`src/rtl/soc_msp430_noc_packet_arbiter_if.sv`:
```
// Requester/NoC channel bundle for the packet arbiter.
// The slave modport is the arbiter side; the master modport is the requesters plus the NoC sink.
interface soc_msp430_noc_packet_arbiter_if #(
  parameter int NUM_REQ    = 2,
  parameter int FLIT_WIDTH = 32
);
  logic [NUM_REQ*FLIT_WIDTH-1:0] req_flit;
  logic [NUM_REQ-1:0]            req_last;
  logic [NUM_REQ-1:0]            req_valid;
  logic [NUM_REQ-1:0]            req_ready;
  logic [FLIT_WIDTH-1:0]         out_flit;
  logic                          out_last;
  logic                          out_valid;
  logic                          out_ready;
  logic [NUM_REQ-1:0]            grant;
  logic                          busy;
  logic                          err_overlong;
  logic [15:0]                   pkt_count;

  modport master (
    output req_flit, req_last, req_valid, out_ready,
    input  req_ready, out_flit, out_last, out_valid, grant, busy, err_overlong, pkt_count
  );

  modport slave (
    input  req_flit, req_last, req_valid, out_ready,
    output req_ready, out_flit, out_last, out_valid, grant, busy, err_overlong, pkt_count
  );
endinterface

```
`src/rtl/soc_msp430_noc_packet_arbiter.sv`:
```
// Round-robin packet arbiter: locks the NoC output channel to one requester from the
// first flit of a packet until its last flit, with a zero-bubble grant from IDLE.
module soc_msp430_noc_packet_arbiter #(
  parameter int NUM_REQ     = 2,
  parameter int FLIT_WIDTH  = 32,
  parameter int MAX_PKT_LEN = 12
) (
  input logic clk,
  input logic rst,
  soc_msp430_noc_packet_arbiter_if.slave bus
);
  localparam int IW = (NUM_REQ > 1) ? $clog2(NUM_REQ) : 1;
  localparam int CW = $clog2(MAX_PKT_LEN + 1);

  typedef enum logic {IDLE, LOCKED} state_t;

  state_t          state;
  logic [IW-1:0]   rr_ptr;
  logic [IW-1:0]   gnt_reg;
  logic [CW-1:0]   flit_cnt;
  logic [15:0]     pkt_count;
  logic            err_overlong;

  logic [IW-1:0]   sel;
  logic [IW-1:0]   cur;
  logic            found;
  logic            any_valid;
  logic            active;
  logic            flit_valid;
  logic            flit_last;
  logic            xfer;
  logic [NUM_REQ-1:0] cur_onehot;
  logic [CW-1:0]   cnt_inc;

  function automatic logic [IW-1:0] next_idx(input logic [IW-1:0] p);
    return (int'(p) == NUM_REQ - 1) ? '0 : p + 1'b1;
  endfunction

  // Circular search for the first valid requester at or after rr_ptr.
  always_comb begin
    sel   = rr_ptr;
    found = 1'b0;
    for (int k = 0; k < NUM_REQ; k++) begin
      if (!found && bus.req_valid[(int'(rr_ptr) + k) % NUM_REQ]) begin
        sel   = IW'((int'(rr_ptr) + k) % NUM_REQ);
        found = 1'b1;
      end
    end
  end

  assign any_valid  = |bus.req_valid;
  assign cur        = (state == LOCKED) ? gnt_reg : sel;
  assign active     = !rst && ((state == LOCKED) || any_valid);
  assign cur_onehot = NUM_REQ'(1) << cur;
  assign flit_valid = active && bus.req_valid[cur];
  assign flit_last  = bus.req_last[cur];
  assign xfer       = flit_valid && bus.out_ready;
  assign cnt_inc    = (flit_cnt < CW'(MAX_PKT_LEN)) ? flit_cnt + 1'b1 : flit_cnt;

  assign bus.out_flit     = bus.req_flit[int'(cur)*FLIT_WIDTH +: FLIT_WIDTH];
  assign bus.out_last     = flit_last;
  assign bus.out_valid    = flit_valid;
  assign bus.grant        = active ? cur_onehot : '0;
  assign bus.req_ready    = (active && bus.out_ready) ? cur_onehot : '0;
  assign bus.busy         = !rst && (state == LOCKED);
  assign bus.pkt_count    = pkt_count;
  assign bus.err_overlong = err_overlong;

  always_ff @(posedge clk or posedge rst) begin
    if (rst) begin
      state        <= IDLE;
      rr_ptr       <= '0;
      gnt_reg      <= '0;
      flit_cnt     <= '0;
      pkt_count    <= '0;
      err_overlong <= 1'b0;
    end else begin
      case (state)
        IDLE: begin
          if (any_valid) begin
            if (xfer && flit_last) begin
              rr_ptr    <= next_idx(sel);
              pkt_count <= pkt_count + 16'd1;
            end else begin
              state    <= LOCKED;
              gnt_reg  <= sel;
              flit_cnt <= xfer ? CW'(1) : '0;
            end
          end
        end
        LOCKED: begin
          if (xfer) begin
            if (flit_last) begin
              state     <= IDLE;
              rr_ptr    <= next_idx(gnt_reg);
              pkt_count <= pkt_count + 16'd1;
              flit_cnt  <= '0;
            end else begin
              flit_cnt <= cnt_inc;
            end
          end
        end
        default: state <= IDLE;
      endcase
      // flit_cnt is zero in IDLE, so this also covers a packet's first flit.
      if (xfer && !flit_last && (flit_cnt >= CW'(MAX_PKT_LEN - 1)))
        err_overlong <= 1'b1;
    end
  end
endmodule
```
`src/flat_wrapper.sv`:
```
// flat-port wrapper written by rule: the top's interface ports become plain ports
module soc_msp430_noc_packet_arbiter_flat 
#(
  parameter int NUM_REQ     = 2,
  parameter int FLIT_WIDTH  = 32,
  parameter int MAX_PKT_LEN = 12
)
  (clk, rst, bus_req_flit, bus_req_last, bus_req_valid, bus_out_ready, bus_req_ready, bus_out_flit, bus_out_last, bus_out_valid, bus_grant, bus_busy, bus_err_overlong, bus_pkt_count);
  soc_msp430_noc_packet_arbiter_if #(.NUM_REQ(NUM_REQ), .FLIT_WIDTH(FLIT_WIDTH)) bus_i ();
  input logic clk;
  input logic rst;
  input wire logic [$bits(bus_i.req_flit)-1:0] bus_req_flit;
  input wire logic [$bits(bus_i.req_last)-1:0] bus_req_last;
  input wire logic [$bits(bus_i.req_valid)-1:0] bus_req_valid;
  input wire logic [$bits(bus_i.out_ready)-1:0] bus_out_ready;
  output wire logic [$bits(bus_i.req_ready)-1:0] bus_req_ready;
  output wire logic [$bits(bus_i.out_flit)-1:0] bus_out_flit;
  output wire logic [$bits(bus_i.out_last)-1:0] bus_out_last;
  output wire logic [$bits(bus_i.out_valid)-1:0] bus_out_valid;
  output wire logic [$bits(bus_i.grant)-1:0] bus_grant;
  output wire logic [$bits(bus_i.busy)-1:0] bus_busy;
  output wire logic [$bits(bus_i.err_overlong)-1:0] bus_err_overlong;
  output wire logic [$bits(bus_i.pkt_count)-1:0] bus_pkt_count;
  assign bus_i.req_flit = bus_req_flit;
  assign bus_i.req_last = bus_req_last;
  assign bus_i.req_valid = bus_req_valid;
  assign bus_i.out_ready = bus_out_ready;
  assign bus_req_ready = bus_i.req_ready;
  assign bus_out_flit = bus_i.out_flit;
  assign bus_out_last = bus_i.out_last;
  assign bus_out_valid = bus_i.out_valid;
  assign bus_grant = bus_i.grant;
  assign bus_busy = bus_i.busy;
  assign bus_err_overlong = bus_i.err_overlong;
  assign bus_pkt_count = bus_i.pkt_count;
  soc_msp430_noc_packet_arbiter #(.NUM_REQ(NUM_REQ), .FLIT_WIDTH(FLIT_WIDTH), .MAX_PKT_LEN(MAX_PKT_LEN)) u_core (.clk(clk), .rst(rst), .bus(bus_i));
endmodule
```
`config.mk`:
```
export PLATFORM = sky130hd
export DESIGN_NAME = soc_msp430_noc_packet_arbiter_flat
export DESIGN_NICKNAME = d
export VERILOG_FILES = /design/src/rtl/soc_msp430_noc_packet_arbiter_if.sv /design/src/rtl/soc_msp430_noc_packet_arbiter.sv /design/src/flat_wrapper.sv
export SDC_FILE = /design/constraint.sdc
export NUM_CORES = 1
export LEC_CHECK = 0
export ABC_AREA = 1
export BUFFER_PORTS_ARGS = -buffer_cell sky130_fd_sc_hd__buf_4
export CELL_PAD_IN_SITES_DETAIL_PLACEMENT = 0
export CELL_PAD_IN_SITES_GLOBAL_PLACEMENT = 1
export CORE_MARGIN = 2
export CORE_UTILIZATION = 30
export DETAILED_ROUTE_END_ITERATION = 10
export PLACE_DENSITY_LB_ADDON = 0.08
export SLEW_MARGIN = 25
export SYNTH_ARGS = -nofsm -noshare
export SYNTH_HDL_FRONTEND = slang
export SYNTH_SLANG_ARGS = --single-unit
```
`constraint.sdc`:
```
create_clock -name clk -period 2.37 [get_ports clk]
set_input_delay 0.3555 -clock clk [delete_from_list [all_inputs] [get_ports clk]]
set_output_delay 0.3555 -clock clk [all_outputs]
set_load 0.01 [all_outputs]
```
==> results of run 1 <==
layer usage:
metal	vias up	track usage [%]	part of all wire (%)
met3	4	3.70	8.3
met4	0	2.74	0.55
li1	1081	-	-
met2	81	27.4	48
met5	-	0	0
met1	906	19.5	43
through the flow:
step	worst slack [ns]	hold WS [ns]	power, mW	cell area [sq um]	std cells
final	0.229	0.0319	2.45	3040	480
after detailed placement	0.358	0.331	2.11	2960	476
after global routing	0.0559	0.0530	2.68	3040	480
after global placement	0.360	0.319	2.14	2960	476
after floorplan	0.684	0.370	1.44	1960	279
after CTS	0.124	0.0279	2.49	3030	480
placed cells by master (no fill, tap or decap), drive strengths merged, types with 2 or more instances in the layout:
cell type,netlist,final
buf,6,129
clkbuf,3,3
dfrtp,24,24
ha,2,2
inv,21,21
nand2,147,147
nand3,16,16
nand4,4,4
nor2,30,30
nor3,2,2
o21ai,5,5
xor2,15,15
logic make-up after synthesis:
logic type | synth area share, %
flip-flops | 30.6
XOR/XNOR | 11.0
buffers and inverters | 7.71
AO/OA/AOI/OAI | 1.66
AND/OR/NAND/NOR | 47.8
adder cells (fa/ha/maj) | 1.27
cells in the mapped netlist, drive strengths merged:
library cell	count	area, sq um
nand3	16	97.6
xnor2	1	8.76
nor3	2	10.0
nand2	147	582
nand4	4	25.0
nor2	30	216
xor2	15	206
nand3b	1	7.51
clkinv	1	3.75
o21ai	5	25.0
dfrtp	24	601
buf	6	57.6
inv	21	78.8
clkbuf	3	11.3
ha	2	25.0
o21bai	1	7.51
worst max-delay path: stages, from the launching register on:
cell and delay, ns:
dfrtp_1 0.44, inv_2 0.16, nand3_2 0.13, nand2_4 0.16, clkinv_1 0.08, buf_4 0.24
nand2_1 0.11, nand2_1 0.05, buf_4 0.14
cell type report:
| cell class | instances | area [sq um] |
|---|---|---|
| fillers | 659 | 3310 |
| multi-input cells | 224 | 1220 |
| repair buffers | 129 | 968 |
| flip-flops and latches | 24 | 601 |
| well taps | 77 | 96.3 |
| inverters | 22 | 82.6 |
| clock buffers | 3 | 41.3 |
| clock inverters | 1 | 30.0 |
path summary, 6_finish.rpt:
kind,start,endpoint,slack (ns),cells past startpoint
setup / recovery,u_core.state,bus_out_flit[8],0.23,8
hold / removal,rst,u_core.flit_cnt[0],0.03,2
setup reg to reg,u_core.state,u_core.bus.pkt_count[14],0.53,10
hold reg to reg,u_core.bus.err_overlong,u_core.bus.err_overlong,0.48,1
max in group asynchronous,rst,u_core.bus.pkt_count[12],1.82,3
min in group clk,bus_req_valid[0],u_core.gnt_reg,0.41,4
power groups by stage:
stage	Combinational, mW	Clock (mW)	Sequential [mW]
2_1_floorplan	0.827	0	0.612
3_3_place_gp	1.52	0	0.619
3_5_place_dp	1.49	0	0.620
4_1_cts	1.50	0.376	0.613
5_1_grt	1.65	0.399	0.629
6_report	1.48	0.357	0.612
==> reports/qor.txt, run 1 <==
outcome -> complete, no violations
Slew @ Worst Pin -> 0.411 ns
skew final -> 0.00714 ns
Final Cycle Share -> 90.3%
Synthesized Nets -> 352
sequential share of power -> 24.9%
Max Slew Vio Count -> 0
layout cells sized above 1 -> 41.2%
CP required -> 2.01 ns
post-cts hold buffer count -> 0
Peak VDD IR -> 0.404 mV
worst-skew pair later-pin latency -> 0.27 ns
Largest regs -> u_core.bus.pkt_count x16, u_core.flit_cnt x4
max_slew headroom -> 72.6%
Setup-failing EPs final -> 0
Warnings, synthesis -> 0
sum of negative setup slack -> 0 ns
Post-Syn Instances -> 279
crit path time final -> 2.14 ns
vias -> 2,072
Die Height -> 84.9 microns
worst hold path type -> in2async
Mean Syn Cell Area -> 7.04 sq um
gr ovfl total -> 0
RSZ-0062 raised after global routing -> no
vias in the first global route -> 2,011
synth unique cells -> 28
clk sinks -> 24
io pins -> 127
ant diodes -> 0
Final Net Count -> 477
die area -> 7210 sq um
TritonCTS clock tree -> built
ANT nets after route -> 0
Clock transition at path regs -> 0.08 ns
Pleak -> 1.72 nW
CP Max Fanout -> 34
Fin. Hold Viols -> 0
combinational power share -> 60.5%
Core Util, Final -> 47.8%
Synth Register Bits -> 24
GRT Util Overall -> 15.5%
Top reg by flops -> u_core.bus.pkt_count
DRC viols -> 0
Fmax -> 467 MHz
routability cong. -> 0.830
WL final -> 5610 microns
Setup Buffers After CTS -> 0
CP endpoint kind -> output pin
DIE WIDTH -> 84.9 microns
Detailed Route Iter0 Violations -> 51
DPL Wire Length -> 4520 microns
Seq/Total Area, Yosys -> 30.6%
post-synthesis instance area -> 1960 sq um
Startpoint Class -> register
clock network power share -> 14.5%
largest net degree at the start of global routing -> 35
Vias/cell -> 4.32
initial antenna violation count -> 0
Pre-Repair DR Iteration Count -> 4
# H-tree levels -> 1
clk buf depth -> 2
wire length of the first global-routing pass -> 9310 microns
Sw Ratio -> 42.8%
number of CTS-inserted buffers -> 3
Root Buffer -> clkbuf_8
Port-buffer cells -> 126
internal power -> 1.40 mW
Max Cap Viol -> 0
crit path DAT -> 1.79 ns
Net Sw Power -> 1.05 mW
WL per Instance -> 11.7 microns
number of flip-flops in the largest register -> 16
Core ar. -> 6350 sq um
post-cts sizing count -> 0
Layout area overhead -> 54.6%
CP Class -> reg2out
Starting Density -> 30.9%
FP Rows -> 29
Pwr Density -> 808 nW/um^2
Power figures use the tool's default switching activity.
==> run 2, diff against run 1 <==
==> constraint.sdc (replaced) <==
create_clock -name clk -period 2.37 [get_ports clk]
set_input_delay 0.237 -clock clk [delete_from_list [all_inputs] [get_ports clk]]
set_output_delay 0.237 -clock clk [all_outputs]
set_load 0.01 [all_outputs]
==> run 2 against run 1 <==
  * Combinational power is essentially flat
  * Register-to-register slack lost 0.12 ns
  * Maximum frequency grew 1.0%
  * Cell count is the same
  * Setup slack gained 0.022 ns
  * Sequential share of layout area grew 0.14 points
  * Critical path depth is the same
  * Clock skew shrank 0.0022 ns
  * Count of clock-buffer cells in the layout grew 1
==> reports/qor.txt, run 2 (same netlist as run 1, synthesis figures left out) <==
Vias/cell -> 4.35 (was 4.32)
most common cell after layout, fill and taps aside -> nand2_1 (unchanged)
wire length of the first global-routing pass -> 9630 microns (was 9310 microns)
Max Slew Vio Count -> 0 (unchanged)
Largest regs -> u_core.bus.pkt_count x16, u_core.flit_cnt x4 (unchanged)
worst-skew pair later-pin latency -> 0.27 ns (about the same)
Clock transition at path regs -> 0.09 ns (was 0.08 ns)
# H-tree levels -> 1 (unchanged)
FP Rows -> 29 (unchanged)
initial antenna violation count -> 0 (unchanged)
CP Class -> reg2out (unchanged)
DIE WIDTH -> 84.9 microns (unchanged)
CP cell instances -> inv_2 -> nand3_2 -> nand2_2 -> clkinv_1 -> buf_4 -> nand2_1 -> nand2_1 -> buf_4 (was inv_2 -> nand3_2 -> nand2_4 -> clkinv_1 -> buf_4 -> nand2_1 -> nand2_1 -> buf_4)
Worst Path Buf+Inv -> 4 (unchanged)
routability cong. -> 0.780 (was 0.830)
io pins -> 127 (unchanged)
Starting Density -> 30.9% (unchanged)
layout cells sized above 1 -> 41.2% (unchanged)
Slew @ Worst Pin -> 0.464 ns (was 0.411 ns)
DPL Wire Length -> 4520 microns (about the same)
Pwr Density -> 787 nW/um^2 (was 808 nW/um^2)
Final Net Count -> 477 (unchanged)
sum of negative setup slack -> 0 ns (unchanged)
post-cts sizing count -> 0 (unchanged)
worst r2r src -> u_core.state (unchanged)
vias -> 2,090 (was 2,072)
Crit path depth -> 8 (unchanged)
DP Area -> 2960 sq um (unchanged)
Peak VDD IR -> 0.432 mV (was 0.404 mV)
gr ovfl total -> 0 (unchanged)
delay-heaviest family, CP -> buffers and inverters (unchanged)
Port-buffer cells -> 126 (unchanged)
CP required -> 2.13 ns (was 2.01 ns)
crit path DAT -> 1.88 ns (was 1.79 ns)
Max Cap Viol -> 0 (unchanged)
Pre-Repair DR Iteration Count -> 4 (unchanged)
GRT Util Overall -> 16.2% (was 15.5%)
crit path time final -> 2.12 ns (was 2.14 ns)
Layout area overhead -> 53.5% (was 54.6%)
Fillers -> 652 (was 659)
Fmax -> 472 MHz (was 467 MHz)
TritonCTS clock tree -> built (unchanged)
clock network power share -> 11.8% (was 14.5%)
Pleak -> 1.71 nW (was 1.72 nW)
worst hold path type -> in2async (unchanged)
Critical Path Slowest Stage Cell -> dfrtp_1 (unchanged)
Reg2Reg Setup Slack -> 0.41 ns (was 0.53 ns)
Die Height -> 84.9 microns (unchanged)
RSZ-0062 raised after global routing -> no (unchanged)
clk sinks -> 24 (unchanged)
WHS -> 0.00980 ns (was 0.0319 ns)
die area -> 7210 sq um (unchanged)
reg2reg end -> u_core.bus.pkt_count[14] (unchanged)
clk buf depth -> 2 (unchanged)
Design Area, Final -> 3010 sq um (was 3040 sq um)
combinational power share -> 62.4% (was 60.5%)
WL final -> 5710 microns (was 5610 microns)
Detailed Route Iter0 Violations -> 32 (was 51)
internal power -> 1.32 mW (was 1.40 mW)
slowest stage delay, CP -> 0.45 ns (was 0.44 ns)
skew final -> 0.00496 ns (was 0.00714 ns)
Net Sw Power -> 1.05 mW (about the same)
CP endpoint kind -> output pin (unchanged)
number of CTS-inserted buffers -> 3 (unchanged)
most frequent cells in the layout -> nand2_1, buf_4, dfrtp_1, inv_1, nor2_1 (unchanged)
post-cts hold buffer count -> 0 (unchanged)
outcome -> complete, no violations (unchanged)
number of flip-flops in the largest register -> 16 (unchanged)
ant diodes -> 0 (unchanged)
largest net degree at the start of global routing -> 35 (unchanged)
Final Cycle Share -> 89.4% (was 90.3%)
Startpoint Class -> register (unchanged)
vias in the first global route -> 2,038 (was 2,011)
Core ar. -> 6350 sq um (unchanged)
Setup-failing EPs final -> 0 (unchanged)
ANT nets after route -> 0 (unchanged)
DRC viols -> 0 (unchanged)
Setup Buffers After CTS -> 0 (unchanged)
max_slew headroom -> 68.8% (was 72.6%)
sequential share of power -> 25.8% (was 24.9%)
Sw Ratio -> 44.3% (was 42.8%)
Worst R2R Path Depth -> 10 (unchanged)
WL per Instance -> 11.9 microns (was 11.7 microns)
Root Buffer -> clkbuf_8 (unchanged)
CP Max Fanout -> 34 (unchanged)
Top reg by flops -> u_core.bus.pkt_count (unchanged)
Fin. Hold Viols -> 0 (unchanged)
-- run 2: power by group through the flow --
stage,sequential (mW),clock (mW),combinational [mW]
2_1_floorplan,0.612,0,0.827
3_3_place_gp,0.619,0,1.51
3_5_place_dp,0.618,0,1.50
4_1_cts,0.612,0.299,1.50
5_1_grt,0.625,0.315,1.67
6_report,0.611,0.279,1.48
-- run 2: cell type report --
cell class / count / area [sq um] / share of cell area, %
well taps: 77 / 96.3 / 3.20
inverters: 22 / 82.6 / 2.74
repair buffers: 129 / 968 / 32.1
clock buffers: 4 / 55.1 / 1.83
flip-flops and latches: 24 / 601 / 19.9
multi-input cells: 224 / 1210 / 40.2
-- run 2: worst max path at each step --
stage / startpoint / endpoint
CTS: u_core.state / bus_out_flit[8]
finish: u_core.state / bus_out_flit[11]
floorplan: u_core.state / bus_grant[1]
global route: u_core.state / bus_out_flit[8]
detailed placement: u_core.state / u_core.bus.pkt_count[14]
global placement: u_core.state / u_core.gnt_reg
-- run 2: metal layers --
metal | track usage, % | part of all wire, %
met5 | 0 | 0
met4 | 4.33 | 1.0
met3 | 2.92 | 7.3
met2 | 26.3 | 47
met1 | 22.4 | 45
-- run 2: metrics by stage --
stage               instances  power, mW  worst slack [ns]  utilization, %
finish                    480       2.37             0.251            47.5
global route              480       2.61            0.0676            47.5
CTS                       480       2.41             0.238            47.5
detailed placement        476       2.11             0.405            46.6
global placement          476       2.13             0.476            46.6
floorplan                 279       1.44             0.802               -
-- run 2: worst reg2reg max path, cell delays in order, from the launching register on --
cell and delay (ns):
dfrtp_1 0.45, inv_2 0.16, nand3_2 0.12, nand2_2 0.24, nand2_2 0.11, nand3_4 0.10, nor2_8 0.05, nand2_4 0.32
inv_1 0.16, nand2_1 0.08, o21ai_1 0.06
==> run 3, diff against run 2 <==
- CORE_ASPECT_RATIO: not set -> 0.6
==> run 3 against run 2 <==
  * Final area decreased by 0.17%
  * Hold slack gained 0.038 ns
  * Die area is 0.29% higher
  * Largest power group unchanged
  * Routed wire length decreased by 1.3%
  * Critical endpoint is now bus_out_flit[31]
  * Clock skew fell by 0.0018 ns
  * Highest routed layer unchanged
  * Register-to-register slack improved by 0.11 ns
==> reports/qor.txt, run 3 (same netlist as run 1, synthesis figures left out) <==
CP Max Fanout -> 35 (was 34)
Startpoint Class -> register (unchanged)
most common cell after layout, fill and taps aside -> nand2_1 (unchanged)
Slew @ Worst Pin -> 0.464 ns (about the same)
Pwr Density -> 774 nW/um^2 (was 787 nW/um^2)
Critical Path Slowest Stage Cell -> dfrtp_1 (unchanged)
Detailed Route Iter0 Violations -> 85 (was 32)
Core Util, Final -> 48.4% (was 47.5%)
vias in the first global route -> 1,745 (was 2,038)
Fin. Hold Viols -> 0 (unchanged)
CP endpoint kind -> output pin (unchanged)
Setup-failing EPs final -> 0 (unchanged)
ant diodes -> 0 (unchanged)
Sw Ratio -> 44.7% (was 44.3%)
gr ovfl total -> 0 (unchanged)
routability cong. -> 0.884 (was 0.780)
io pins -> 127 (unchanged)
internal power -> 1.29 mW (was 1.32 mW)
sequential share of power -> 26.1% (was 25.8%)
FP Rows -> 22 (was 29)
Overall Power -> 2.33 mW (was 2.37 mW)
clk sinks -> 24 (unchanged)
CP Class -> reg2out (unchanged)
Max Cap Viol -> 0 (unchanged)
Die Height -> 66.7 microns (was 84.9 microns)
Root Buffer -> clkbuf_8 (unchanged)
TritonCTS clock tree -> built (unchanged)
GRT Util Overall -> 14.8% (was 16.2%)
most frequent cells in the layout -> nand2_1, buf_4, dfrtp_1, inv_1, nor2_1 (unchanged)
delay-heaviest family, CP -> buffers and inverters (unchanged)
DPL Wire Length -> 4490 microns (was 4520 microns)
Layout area overhead -> 53.3% (was 53.5%)
CP required -> 2.13 ns (about the same)
crit path time final -> 2.03 ns (was 2.12 ns)
Largest regs -> u_core.bus.pkt_count x16, u_core.flit_cnt x4 (unchanged)
Peak VDD IR -> 0.530 mV (was 0.432 mV)
Final Net Count -> 477 (unchanged)
post-cts hold buffer count -> 0 (unchanged)
layout cells sized above 1 -> 41.0% (was 41.2%)
sum of negative setup slack -> 0 ns (unchanged)
Clock transition at path regs -> 0.08 ns (was 0.09 ns)
WL per Instance -> 11.6 microns (was 11.9 microns)
vias -> 2,108 (was 2,090)
die area -> 7230 sq um (was 7210 sq um)
crit path DAT -> 1.79 ns (was 1.88 ns)
Setup Buffers After CTS -> 0 (unchanged)
skew final -> 0.00315 ns (was 0.00496 ns)
DIE WIDTH -> 108 microns (was 84.9 microns)
Net Sw Power -> 1.04 mW (was 1.05 mW)
post-cts sizing count -> 0 (unchanged)
largest net degree at the start of global routing -> 36 (was 35)
outcome -> complete, no violations (unchanged)
Worst Path Buf+Inv -> 3 (was 4)
Starting Density -> 31.6% (was 30.9%)
Top reg by flops -> u_core.bus.pkt_count (unchanged)
clk buf depth -> 2 (unchanged)
worst hold path type -> in2async (unchanged)
Max Slew Vio Count -> 0 (unchanged)
RSZ-0062 raised after global routing -> no (unchanged)
worst setup path start -> u_core.state (unchanged)
number of CTS-inserted buffers -> 3 (unchanged)
ANT nets after route -> 0 (unchanged)
slowest stage delay, CP -> 0.45 ns (about the same)
max_slew headroom -> 68.8% (about the same)
Vias/cell -> 4.34 (was 4.35)
CP cell instances -> inv_2 -> nand3_2 -> nand2_2 -> buf_4 -> nand2_1 -> nand2_1 -> buf_4 (was inv_2 -> nand3_2 -> nand2_2 -> clkinv_1 -> buf_4 -> nand2_1 -> nand2_1 -> buf_4)
initial antenna violation count -> 0 (unchanged)
area of the multi-input gates -> 1210 sq um (unchanged)
WL final -> 5640 microns (was 5710 microns)
Storage cell area -> 601 sq um (unchanged)
combinational power share -> 63.6% (was 62.4%)
DRC viols -> 0 (unchanged)
# H-tree levels -> 1 (unchanged)
Fmax -> 493 MHz (was 472 MHz)
Pre-Repair DR Iteration Count -> 4 (unchanged)
Fillers -> 637 (was 652)
Pleak -> 1.71 nW (about the same)
wire length of the first global-routing pass -> 8430 microns (was 9630 microns)
number of flip-flops in the largest register -> 16 (unchanged)
worst r2r src -> u_core.state (unchanged)
worst-skew pair later-pin latency -> 0.26 ns (was 0.27 ns)
Core ar. -> 6220 sq um (was 6350 sq um)
Final Cycle Share -> 85.5% (was 89.4%)
clock network power share -> 10.3% (was 11.8%)
Port-buffer cells -> 126 (unchanged)
==> run 3: changes by cell type in the layout (fill, tap and decap cells not counted) <==
| cell | delta |
|---|---|
| clkbuf_8 | -1 |
==> run 3: through the flow <==
stage / hold WS [ns] / worst slack (ns) / area, sq um / std cells
6_report: 0.0482 / 0.343 / 3010 / 486
5_1_grt: 0.0795 / 0.134 / 3010 / 486
4_1_cts: 0.0600 / 0.322 / 3010 / 486
3_5_place_dp: 0.349 / 0.533 / 2970 / 483
3_3_place_gp: 0.351 / 0.590 / 2970 / 483
2_1_floorplan: 0.252 / 0.802 / 1960 / 279
==> run 3: power groups by stage <==
stage	Combinational [mW]	Clock, mW	Sequential (mW)
after floorplan	0.827	0	0.612
after global placement	1.52	0	0.611
after detailed placement	1.49	0	0.613
after CTS	1.51	0.246	0.606
after global routing	1.64	0.271	0.620
final	1.48	0.240	0.608
==> run 3: worst paths after layout <==
| path | to | slack [ns] | depth (start not counted) |
|---|---|---|---|
| max | bus_out_flit[31] | 0.34 | 7 |
| min | u_core.rr_ptr | 0.05 | 3 |
| max reg2reg | u_core.bus.pkt_count[14] | 0.52 | 10 |
| min reg2reg | u_core.bus.err_overlong | 0.50 | 1 |
| max in group asynchronous | u_core.bus.pkt_count[10] | 2.07 | 3 |
| min in group clk | u_core.gnt_reg | 0.28 | 4 |
==> run 3: worst reg2reg max path, stage by stage, from the launching register on <==
cell     delay (ns)
dfrtp_1        0.45
inv_2          0.17
nand3_2        0.13
nand2_2        0.14
nand2_2        0.08
nand3_4        0.09
nor2_8         0.05
nand2_4        0.32
inv_1          0.17
nand2_1        0.09
o21ai_1        0.06
==> run 3: area by class of cell <==
cell class / count / area share [%]
Tap cell: 84 / 3.49
Clock buffer: 3 / 1.37
Multi-Input combinational cell: 224 / 40.2
Timing Repair Buffer: 129 / 32.2
Sequential cell: 24 / 20.0
Inverter: 22 / 2.74
==> run 3: per-layer routing <==
| metal | global-route usage, % | share of wire (%) | vias up |
|---|---|---|---|
| met1 | 23.0 | 48 | 926 |
| met4 | 1.44 | 0.71 | 0 |
| met2 | 20.6 | 43 | 91 |
| met5 | 0 | 0 | - |
| li1 | - | - | 1087 |
| met3 | 4.11 | 9.0 | 4 |
